File: src/rtl/mem_port_arbiter.sv
// mem_port_arbiter: shares the single-port 64-bit data memory between the
// CPU load/store path and the debug peek port. One requester is granted at a
// time; the access is issued for one cycle, reads wait out the fixed memory
// latency, and completion is signalled with a one-cycle registered ack.
//
// Handshake: a requester raises req and holds it, with its command stable,
// until it sees its ack. ack is high for exactly one cycle. Command inputs are
// captured on the grant edge, so they may change afterwards. A req still high
// in the cycle after ack is taken as a fresh request.
module mem_port_arbiter #(
    parameter int MEM_LAT = 1,
    parameter int DBG_AW  = 8
) (
    input  logic              clk,
    input  logic              reset,
    input  logic              cpu_req,
    input  logic [1:0]        cpu_we,
    input  logic [63:0]       cpu_adr,
    input  logic [63:0]       cpu_wdata,
    output logic [63:0]       cpu_rdata,
    output logic              cpu_ack,
    input  logic              dbg_req,
    input  logic [DBG_AW-1:0] dbg_adr,
    output logic [63:0]       dbg_rdata,
    output logic              dbg_ack,
    output logic              mem_en,
    output logic [1:0]        mem_we,
    output logic [63:0]       mem_adr,
    output logic [63:0]       mem_wdata,
    input  logic [63:0]       mem_rdata,
    output logic              busy,
    output logic [1:0]        fsm_state
);

    localparam logic [1:0] S_IDLE  = 2'd0;
    localparam logic [1:0] S_ISSUE = 2'd1;
    localparam logic [1:0] S_WAIT  = 2'd2;
    localparam logic [1:0] S_RESP  = 2'd3;

    localparam logic GNT_CPU = 1'b0;
    localparam logic GNT_DBG = 1'b1;

    localparam logic [2:0] LAT_LOAD = 3'(MEM_LAT - 1);
    localparam int         PAD_W    = 64 - DBG_AW - 3;

    logic [1:0]  state_q, state_d;
    logic [2:0]  cnt_q, cnt_d;
    // Side granted most recently; during a transaction it is also the side being served.
    logic        last_grant_q, last_grant_d;
    logic        cpu_ack_q, cpu_ack_d;
    logic        dbg_ack_q, dbg_ack_d;
    logic [63:0] cpu_rdata_q, cpu_rdata_d;
    logic [63:0] dbg_rdata_q, dbg_rdata_d;
    logic        mem_en_q, mem_en_d;
    logic [1:0]  mem_we_q, mem_we_d;
    logic [63:0] mem_adr_q, mem_adr_d;
    logic [63:0] mem_wdata_q, mem_wdata_d;
    logic        grant_dbg;

    // Next-state logic: arbitration in IDLE, issue, latency count and response.
    always_comb begin
        state_d      = state_q;
        cnt_d        = cnt_q;
        last_grant_d = last_grant_q;
        cpu_ack_d    = 1'b0;
        dbg_ack_d    = 1'b0;
        cpu_rdata_d  = cpu_rdata_q;
        dbg_rdata_d  = dbg_rdata_q;
        mem_en_d     = 1'b0;
        mem_we_d     = 2'b00;
        mem_adr_d    = mem_adr_q;
        mem_wdata_d  = mem_wdata_q;
        grant_dbg    = 1'b0;
        case (state_q)
            S_IDLE: begin
                if (cpu_req || dbg_req) begin
                    // On a tie the side that was not served last wins.
                    grant_dbg    = dbg_req && (!cpu_req || (last_grant_q == GNT_CPU));
                    state_d      = S_ISSUE;
                    last_grant_d = grant_dbg ? GNT_DBG : GNT_CPU;
                    mem_en_d     = 1'b1;
                    if (grant_dbg) begin
                        mem_we_d  = 2'b00;
                        mem_adr_d = {{PAD_W{1'b0}}, dbg_adr, 3'b000};
                    end else begin
                        mem_we_d    = cpu_we;
                        mem_adr_d   = cpu_adr;
                        mem_wdata_d = cpu_wdata;
                    end
                end
            end
            S_ISSUE: begin
                // mem_we_q still holds the latched command during ISSUE.
                if (mem_we_q != 2'b00) begin
                    state_d   = S_RESP;
                    cpu_ack_d = (last_grant_q == GNT_CPU);
                    dbg_ack_d = (last_grant_q == GNT_DBG);
                end else begin
                    state_d = S_WAIT;
                    cnt_d   = LAT_LOAD;
                end
            end
            S_WAIT: begin
                if (cnt_q == 3'd0) begin
                    state_d = S_RESP;
                    if (last_grant_q == GNT_DBG) begin
                        dbg_rdata_d = mem_rdata;
                        dbg_ack_d   = 1'b1;
                    end else begin
                        cpu_rdata_d = mem_rdata;
                        cpu_ack_d   = 1'b1;
                    end
                end else begin
                    cnt_d = cnt_q - 3'd1;
                end
            end
            default: begin
                state_d = S_IDLE;
            end
        endcase
    end

    // State registers with synchronous active-low reset; reset aborts any transaction.
    always_ff @(posedge clk) begin
        if (!reset) begin
            state_q      <= S_IDLE;
            cnt_q        <= 3'd0;
            last_grant_q <= GNT_DBG;
            cpu_ack_q    <= 1'b0;
            dbg_ack_q    <= 1'b0;
            cpu_rdata_q  <= 64'd0;
            dbg_rdata_q  <= 64'd0;
            mem_en_q     <= 1'b0;
            mem_we_q     <= 2'b00;
            mem_adr_q    <= 64'd0;
            mem_wdata_q  <= 64'd0;
        end else begin
            state_q      <= state_d;
            cnt_q        <= cnt_d;
            last_grant_q <= last_grant_d;
            cpu_ack_q    <= cpu_ack_d;
            dbg_ack_q    <= dbg_ack_d;
            cpu_rdata_q  <= cpu_rdata_d;
            dbg_rdata_q  <= dbg_rdata_d;
            mem_en_q     <= mem_en_d;
            mem_we_q     <= mem_we_d;
            mem_adr_q    <= mem_adr_d;
            mem_wdata_q  <= mem_wdata_d;
        end
    end

    assign cpu_rdata = cpu_rdata_q;
    assign cpu_ack   = cpu_ack_q;
    assign dbg_rdata = dbg_rdata_q;
    assign dbg_ack   = dbg_ack_q;
    assign mem_en    = mem_en_q;
    assign mem_we    = mem_we_q;
    assign mem_adr   = mem_adr_q;
    assign mem_wdata = mem_wdata_q;
    assign busy      = (state_q != S_IDLE);
    assign fsm_state = state_q;

endmodule

File: config.mk
export PLATFORM = sky130hd
export DESIGN_NAME = mem_port_arbiter
export DESIGN_NICKNAME = d
export VERILOG_FILES = /design/src/rtl/mem_port_arbiter.sv
export SDC_FILE = /design/constraint.sdc
export NUM_CORES = 1
export LEC_CHECK = 0
export CAP_MARGIN = 20
export CORE_AREA = 2 2 184 186
export DETAILED_ROUTE_END_ITERATION = 8
export DIE_AREA = 0 0 186 188
export HOLD_SLACK_MARGIN = 0.05
export PLACE_DENSITY_LB_ADDON = 0.1
export SLEW_MARGIN = 20
export SYNTH_ARGS = -nofsm -noshare
export SYNTH_HDL_FRONTEND = slang
export SYNTH_SLANG_ARGS = --single-unit
File: constraint.sdc
create_clock -name clk -period 2.65 [get_ports clk]
set_clock_uncertainty 0.2 [all_clocks]
set_input_delay 0.265 -clock clk [delete_from_list [all_inputs] [get_ports clk]]
set_output_delay 0.265 -clock clk [all_outputs]
set_load 0.02 [all_outputs]
==> results of run 1 <==
-- worst max path at each step --
stage / endpoint / cells past startpoint
floorplan: mem_adr[23]$_SDFFE_PN0P_ / 8
global placement: mem_wdata[32]$_SDFFE_PN0P_ / 6
detailed placement: mem_wdata[63]$_SDFFE_PN0P_ / 6
CTS: busy / 4
global route: busy / 4
finish: busy / 4
-- flip-flops by register name (all words and copies together), names as in the netlist, 2 cells and up --
signal / count
fsm_state: 2
mem_adr: 64
dbg_rdata: 64
mem_wdata: 64
cpu_rdata: 64
cnt_q: 3
mem_we: 2
-- layout make-up --
class	instances	area, um^2	area share
multi-input combinational	706	3930	0.241
sequential	267	5350	0.329
inverter	8	30.0	0.00185
clock buffer	52	935	0.0574
timing repair buffer	538	5450	0.335
clock inverter	4	20.0	0.00123
tap	448	561	0.0345
-- routing by layer --
| layer | vias to the layer above | global-route usage | wire, um |
|---|---|---|---|
| met5 | - | 0 | 13 |
| met4 | 2 | 0.0491 | 812 |
| met3 | 54 | 0.0468 | 2340 |
| met2 | 282 | 0.324 | 16500 |
| met1 | 4090 | 0.224 | 14200 |
| li1 | 4492 | - | - |
-- power groups by stage --
stage,combinational [mW],sequential [mW],clock (mW)
finish,4.79,5.05,4.01
global route,5.16,5.14,4.32
CTS,4.86,5.05,4.16
detailed placement,4.79,5.13,0
global placement,4.78,5.12,0
floorplan,1.71,5.93,0
-- timing repair --
item | CTS | global route
setup buffers | 0 | 0
endpoints found under the setup margin | 1 | 0
gates resized for setup | 1 | 0
hold buffers | 47 | 0
hold endpoints to repair | 59 | 0
-- worst min-delay path, delay by kind of cell --
family,cells,cell delay [ns]
buffers and inverters,1,0.40
AND/OR/NAND/NOR,1,0.05
AO/OA/AOI/OAI,1,0.06
-- per-stage QoR --
| step | area, um^2 | cells |
|---|---|---|
| after floorplan | 9730 | 1058 |
| after global placement | 14800 | 1920 |
| after detailed placement | 14800 | 1920 |
| after CTS | 16300 | 2023 |
| after global routing | 16300 | 2023 |
| final | 16300 | 2023 |
-- kinds of logic after synthesis --
group / Yosys count / synth area share
buf+inv: 85 / 0.0489
flops: 267 / 0.549
simple gates: 413 / 0.167
compound gates: 277 / 0.217
mux: 10 / 0.0103
fa+ha+maj: 6 / 0.00771
-- Yosys cell counts --
cell type / instances
sky130_fd_sc_hd__nand4b_1: 1
sky130_fd_sc_hd__mux2i_1: 10
sky130_fd_sc_hd__inv_1: 7
sky130_fd_sc_hd__nand3b_2: 1
sky130_fd_sc_hd__nor2_1: 3
sky130_fd_sc_hd__and3_1: 2
sky130_fd_sc_hd__or2_1: 1
sky130_fd_sc_hd__nand2b_1: 2
sky130_fd_sc_hd__nor2b_1: 3
sky130_fd_sc_hd__a22o_1: 56
sky130_fd_sc_hd__buf_2: 17
sky130_fd_sc_hd__a22oi_1: 1
sky130_fd_sc_hd__o21ai_0: 13
sky130_fd_sc_hd__ha_1: 6
sky130_fd_sc_hd__nor4_1: 2
sky130_fd_sc_hd__o211ai_4: 1
sky130_fd_sc_hd__nand4_1: 1
sky130_fd_sc_hd__a21oi_2: 2
sky130_fd_sc_hd__nor3_1: 1
sky130_fd_sc_hd__nand2_1: 389
sky130_fd_sc_hd__a21oi_1: 11
sky130_fd_sc_hd__buf_4: 20
sky130_fd_sc_hd__nor2_4: 3
sky130_fd_sc_hd__a21boi_1: 63
sky130_fd_sc_hd__nor4b_1: 1
sky130_fd_sc_hd__a21boi_0: 129
sky130_fd_sc_hd__clkbuf_1: 29
sky130_fd_sc_hd__o211a_1: 1
sky130_fd_sc_hd__and2_1: 3
sky130_fd_sc_hd__buf_1: 3
sky130_fd_sc_hd__buf_6: 8
sky130_fd_sc_hd__inv_2: 1
sky130_fd_sc_hd__dfxtp_1: 267
-- layout by cell type, fill, tap and decap left out, types with 3 or more instances in the layout --
cell and n:
sky130_fd_sc_hd__clkdlybuf4s50_1 467, sky130_fd_sc_hd__nand2_1 389, sky130_fd_sc_hd__dfxtp_1 267, sky130_fd_sc_hd__a21boi_0 129, sky130_fd_sc_hd__a21boi_1 63, sky130_fd_sc_hd__a22o_1 56
sky130_fd_sc_hd__dlygate4sd3_1 47, sky130_fd_sc_hd__clkbuf_16 31, sky130_fd_sc_hd__o21ai_0 13, sky130_fd_sc_hd__clkbuf_1 13, sky130_fd_sc_hd__buf_4 13, sky130_fd_sc_hd__a21oi_1 11
sky130_fd_sc_hd__mux2i_1 10, sky130_fd_sc_hd__buf_12 10, sky130_fd_sc_hd__clkbuf_8 8, sky130_fd_sc_hd__inv_1 7, sky130_fd_sc_hd__ha_1 6, sky130_fd_sc_hd__clkinv_2 4
sky130_fd_sc_hd__nor2_4 3, sky130_fd_sc_hd__nor2_1 3
==> results.txt, run 1 <==
* Effective utilization at floorplan: 0.294
* Post-layout nets: 1764
- The number of hold-slack violations in the final timing report came to 0.
- Setup repair after global routing left no endpoint under its margin.
- In this run the remaining antenna-violating nets after routing total 0.
* Portion of the clock cycle consumed by the worst path in the final layout: 0.885
- Cell at the root of the clock tree: sky130_fd_sc_hd__clkbuf_16
- The worst hold path terminates at mem_wdata[27]$_SDFFE_PN0P_.
- DR pass1 iterations: 5
- Nets in the synthesized netlist: 1270
- Fin worst setup slack: 0.305 ns
- Crit-path most repeated cell: sky130_fd_sc_hd__inv_1
- Via-to-Cell Ratio: 4.41
- The worst register-to-register path has a depth of 7.
- Share of post-route cells with drive strength above 1: 0.0495
* Worst-path cell with the longest stage delay: sky130_fd_sc_hd__dfxtp_1
- Global-route wire length before repair: 50.9 mm
- The worst setup path is launched from a register.
* Number of port buffers: 469
* Data required time at the worst endpoint: 2.18 ns
- Clk pwr share: 0.290
- Area overhead of the layout relative to synthesis: 67.2%
- Of the total power, the share spent switching nets is 0.334.
* Via count of the routed design: 8920
* Peak supply drop: 664 uV
- Initial DRC count: 341
- Arrival time at the worst endpoint: 1.88 ns
* Vert. Die Dim: 188 um
- End of the worst register-to-register path: dbg_rdata[36]$_SDFFE_PN0P_
* Depth of the worst hold-timing path: 3
- Number of cells produced by synthesis: between 1000 and 1500
- Along the worst path, the maximum fanout reaches 5.
* Post-synthesis sequential area ratio: 0.549
* Count of final max-slew check failures: 0
- Run status: finished clean
- Vias in the first global route: 8528
- Start-to-end type of the worst setup path: register to primary output
- Estimated wirelength of the detail-placed design: 23.8 mm
- Max stage delay on crit path: between 0.4 and 0.5 ns
* Setup TNS after final layout: 0 ns
- From left edge to right edge, the die measures 186 um.
- Of the total power, registers draw 0.365.
* Category of the worst setup path capture point: primary output
- After clock tree synthesis, the clock-pin slew on the worst setup and hold paths is ~0.06 ns.
- The floorplan step defined a die boundary enclosing between 30000 and 40000 um^2.
* Sw Pwr: between 4 and 5 mW
- The most critical setup path has its startpoint at fsm_state[0]$_SDFFE_PN0P_.
- Placement-stage worst setup slack: 0.482 ns
- The tightest min-delay check is of the input pin to register type.
- In this run, CTS created clock tree buffers numbering 31.
- Diodes inserted: 0
* Final standard cell utilization of the core: 0.491
* Max-capacitance violation count: 0
* Synthesized area: 9730 um^2
- In this run the core area contains 67 standard-cell rows.
- By area the synthesized netlist is led by sky130_fd_sc_hd__dfxtp_1, sky130_fd_sc_hd__nand2_1, sky130_fd_sc_hd__a21boi_0, sky130_fd_sc_hd__a22o_1, sky130_fd_sc_hd__a21boi_1.
- Cell internal power was estimated by the tool at 9.23 mW.
- Top-area cell type share of the netlist area: 0.549
- No sink is reached through more buffers than the 3 on the longest clock path.
* Cell accounting for the most synthesized area: sky130_fd_sc_hd__dfxtp_1
- Combinational fraction of design power: 0.346
* H-Tree Level Count: 1
* Fmax: 426 MHz
- The worst pin sits at a relative slew slack of 0.590.
- Summed over all cells, the static leakage comes to 5.85 nW.
* Number of antenna violations at the first check in global routing: 1
- Crit Reg-Reg Startpoint: fsm_state[0]$_SDFFE_PN0P_
- Core area: 33100 um^2
- Routed len/inst: between 15 and 20 um
- Entering global routing, the biggest net connects slightly below 80 pins.
- TritonCTS clock tree: yes
- The worst register-to-register path has a setup slack of 0.59 ns.
* Yosys warning count: 0
* Number of buffer and inverter stages on the critical path: 3
- In the global route stage, overall resource usage came out at 0.185.
- Cell chain of the critical path: inv_1, ha_1, inv_1, dlygate4sd2_1
- IO Count: 470
* Worst slew pin tran: between 0.6 and 0.7 ns
* Remaining design rule violation count: 0
* Clk sinks: 267
- Areal power density over the cells: 851 nW/um^2
- Total wirelength of the detailed-routed design: 33.9 mm
- Filler Cell Count: 3192
- Number of unique standard cell types used by synthesis: 33
- Each instance of the synthesized netlist takes up on average 9.20 um^2.
* Final-report setup violation count: 0
* GPL Wtd Cong: between 0.7 and 0.8
- Final min period: around 2.3 ns
- On the final layout, the worst hold slack is 0.0743 ns.
- Number of register bits inferred by synthesis: 267
- Cell type group with the largest total delay on the critical path: buffers and inverters
- Overflow left after global routing: 0
- For the worst-skew pair, the clock arrives at the later sink with an insertion delay of 0.55 ns.
- Overall power: about 14 mW
- The startpoint identified for the worst hold timing path is cpu_wdata[27].
Note: power is estimated with default switching activity, not from simulation.
==> inputs of run 2 (changes only) <==
--- a/config.mk
+++ b/config.mk
@@ -9,6 +9,7 @@
 export CORE_AREA = 2 2 184 186
 export DETAILED_ROUTE_END_ITERATION = 8
 export DIE_AREA = 0 0 186 188
+export GPL_TIMING_DRIVEN = 0
 export HOLD_SLACK_MARGIN = 0.05
 export PLACE_DENSITY_LB_ADDON = 0.1
 export SLEW_MARGIN = 20
==> results.txt, run 2 (synthesis results as in run 1) <==
- Clock buffer depth: 3 (unchanged)
- The largest vdd supply drop was 565 uV (was 664 uV).
* Fmax: 453 MHz (was 426 MHz)
- TritonCTS Buffers: 31 (unchanged)
- Rel. slew slack: 0.575 (was 0.590)
* Worst Hold Class: input pin to register (unchanged)
- Die Wd: 186 um (unchanged)
* Antenna Nets Post-Route: 0 (unchanged)
- The area of the core region is 33100 um^2 (unchanged).
- Global-route wire length before repair: 52.8 mm (was 50.9 mm)
- The most common cell after layout, fill and taps aside was sky130_fd_sc_hd__clkdlybuf4s50_1 (unchanged).
- Worst slew pin tran: 0.638 ns (was 0.615 ns)
* Unrepaired setup endpoints after global routing: false (unchanged)
* DR pass1 iterations: 4 (was 5)
- Run status: finished clean (unchanged).
- Maximum number of pins on one net before global-route repair: 16 (was 77)
- The total power divided by cell area came to 873 nW/um^2 (was 851 nW/um^2).
* Critical path startpoint category: register (unchanged)
* Placement-stage worst setup slack: -0.0258 ns (was 0.482 ns)
- Total wirelength of the detailed-routed design: 36.0 mm (was 33.9 mm)
- Clock input transition at the sequential cells of the worst setup and hold paths: 0.06 ns (about the same)
* Initial DRC count: 340 (was 341)
- The number of failing setup endpoints in the final timing report is 0 (unchanged).
- The required time of the worst setup path was 2.18 ns (about the same).
- The largest fanout on the critical path came to 5 (unchanged).
- GPL Wtd Cong: 0.803 (was 0.770)
- The initial standard-cell utilization of the core came to 0.294 (unchanged).
- Dpl cell area: 15000 um^2 (was 14800 um^2)
- The critical path endpoint category is a primary output (unchanged).
- Most used cells in the layout excluding fill and tap cells: sky130_fd_sc_hd__clkdlybuf4s50_1, sky130_fd_sc_hd__nand2_1, sky130_fd_sc_hd__dfxtp_1 (unchanged)
- Max-capacitance violation count: 0 (unchanged)
* IO Count: 470 (unchanged)
- The growth of design area from synthesis to finish is 67.3% (was 67.2%).
* Area of all placed cells without fillers: 16300 um^2 (about the same)
- P_leak: 5.91 nW (was 5.85 nW)
* Share of post-route cells with drive strength above 1: 0.0621 (was 0.0495)
* Die Outline Area: 35000 um^2 (unchanged)
- The clock period minus final worst setup slack is 2.21 ns (was 2.34 ns).
- The master cell of the clock root buffer was sky130_fd_sc_hd__clkbuf_16 (unchanged).
* TritonCTS clock tree: yes (unchanged)
- Skew-Pair Late Insertion Delay: 0.55 ns (about the same)
* Post-layout nets: 1798 (was 1764)
- The total vias in the final route is 9106 (was 8920).
- Fin worst setup slack: 0.442 ns (was 0.305 ns)
* Number of hold violations in the final report: 0 (unchanged)
* Overflow left after global routing: 0 (unchanged)
- Row cnt: 67 (unchanged)
- Count of final max-slew check failures: 0 (unchanged)
- The detail-routed via count per cell was 4.42 (was 4.41).
* Number of port buffers: 469 (unchanged)
- The critical path class is register to primary output (unchanged).
* Vias in the first global route: 8757 (was 8528)
- R2R Setup Slk: 0.48 ns (was 0.59 ns)
* Number of buffers inserted by post-CTS setup repair: 0 (unchanged)
- The number of H-tree levels came to 1 (unchanged).
- Vert. Die Dim: 188 um (unchanged)
- Estimated wirelength of the detail-placed design: 27.2 mm (was 23.8 mm)
* Number of antenna violations at the first check in global routing: 4 (was 1)
- Remaining design rule violation count: 0 (unchanged)
* Clk sinks: 267 (unchanged)
* Overall track demand over capacity in global routing: 0.196 (was 0.185)
- The detail-routed net length per standard cell is 17.5 um (was 16.7 um).
- The data arrival at the endpoint of the critical path came to 1.74 ns (was 1.88 ns).
- The number of inserted filler cells in the final layout was 3182 (was 3192).
- Portion of the clock cycle consumed by the worst path in the final layout: 0.833 (was 0.885)
==> run 2: cell types whose count changed in the layout (fill, tap and decap cells not counted), sizes merged <==
cell           delta
bufinv            +3
clkinvlp          +1
dlygate4sd3      -21
diode             +3
clkinv            +1
inv               +1
clkbuf           +24
dlygate4sd2       -1
buf              +25
dlymetal6s2s      +1
clkdlybuf4s50     +1
==> run 2: what timing repair did <==
item,CTS,global route
hold buffers,26,0
gates resized for setup,0,1
endpoints found under the setup margin,0,1
hold endpoints to repair,26,0
==> run 2: area by class of cell <==
cell class                      instances  area (um^2)  share of cell area
Inverter                                8         30.0             0.00184
Buffer                                 77          445              0.0274
Antenna cell                            3         7.51            0.000461
Timing Repair Buffer                  495         4960               0.304
Sequential cell                       267         5350               0.328
Tap cell                              448          561              0.0344
Clock inverter                         10          131             0.00807
Multi-Input combinational cell        706         3910               0.240
Clock buffer                           47          896              0.0550
==> run 2: where the power goes <==
group	leakage [nW]	switching, mW	internal [mW]
clock	0.504	1.68	2.61
sequential	2.17	0.348	4.70
combinational	3.23	2.70	2.19
total	5.91	4.73	9.49
==> run 2: final timing paths <==
kind	start	to	cells after the start
max	fsm_state[0]$_SDFFE_PN0P_	busy	4
min	cpu_wdata[4]	mem_wdata[4]$_SDFFE_PN0P_	3
max reg2reg	fsm_state[0]$_SDFFE_PN0P_	mem_adr[23]$_SDFFE_PN0P_	8
min reg2reg	cpu_rdata[62]$_SDFFE_PN0P_	cpu_rdata[62]$_SDFFE_PN0P_	2
==> run 2: critical path, stage by stage, from the launching register on <==
cell and delay (ns):
sky130_fd_sc_hd__dfxtp_1 0.40, sky130_fd_sc_hd__inv_1 0.09, sky130_fd_sc_hd__ha_1 0.29, sky130_fd_sc_hd__inv_1 0.14
sky130_fd_sc_hd__dlymetal6s2s_1 0.27
==> run 2: stage by stage <==
| stage | power (mW) | TNS (ns) | hold WS, ns | std cells | util |
|---|---|---|---|---|---|
| floorplan | 7.64 | 0 | 0.198 | 1058 | - |
| global placement | 10.0 | 0 | 0.240 | 1975 | 0.453 |
| detailed placement | 10.0 | -0.102 | 0.246 | 1975 | 0.453 |
| CTS | 14.4 | 0 | 0.0504 | 2058 | 0.491 |
| global route | 15.0 | 0 | 0.0594 | 2060 | 0.492 |
| finish | 14.2 | 0 | 0.0765 | 2061 | 0.492 |
==> run 2: metal layers <==
layer	vias up	share of wire	GRT usage
met5	-	0.00031	0
met3	59	0.073	0.0487
li1	4572	-	-
met2	310	0.48	0.337
met4	2	0.029	0.0557
met1	4163	0.42	0.241
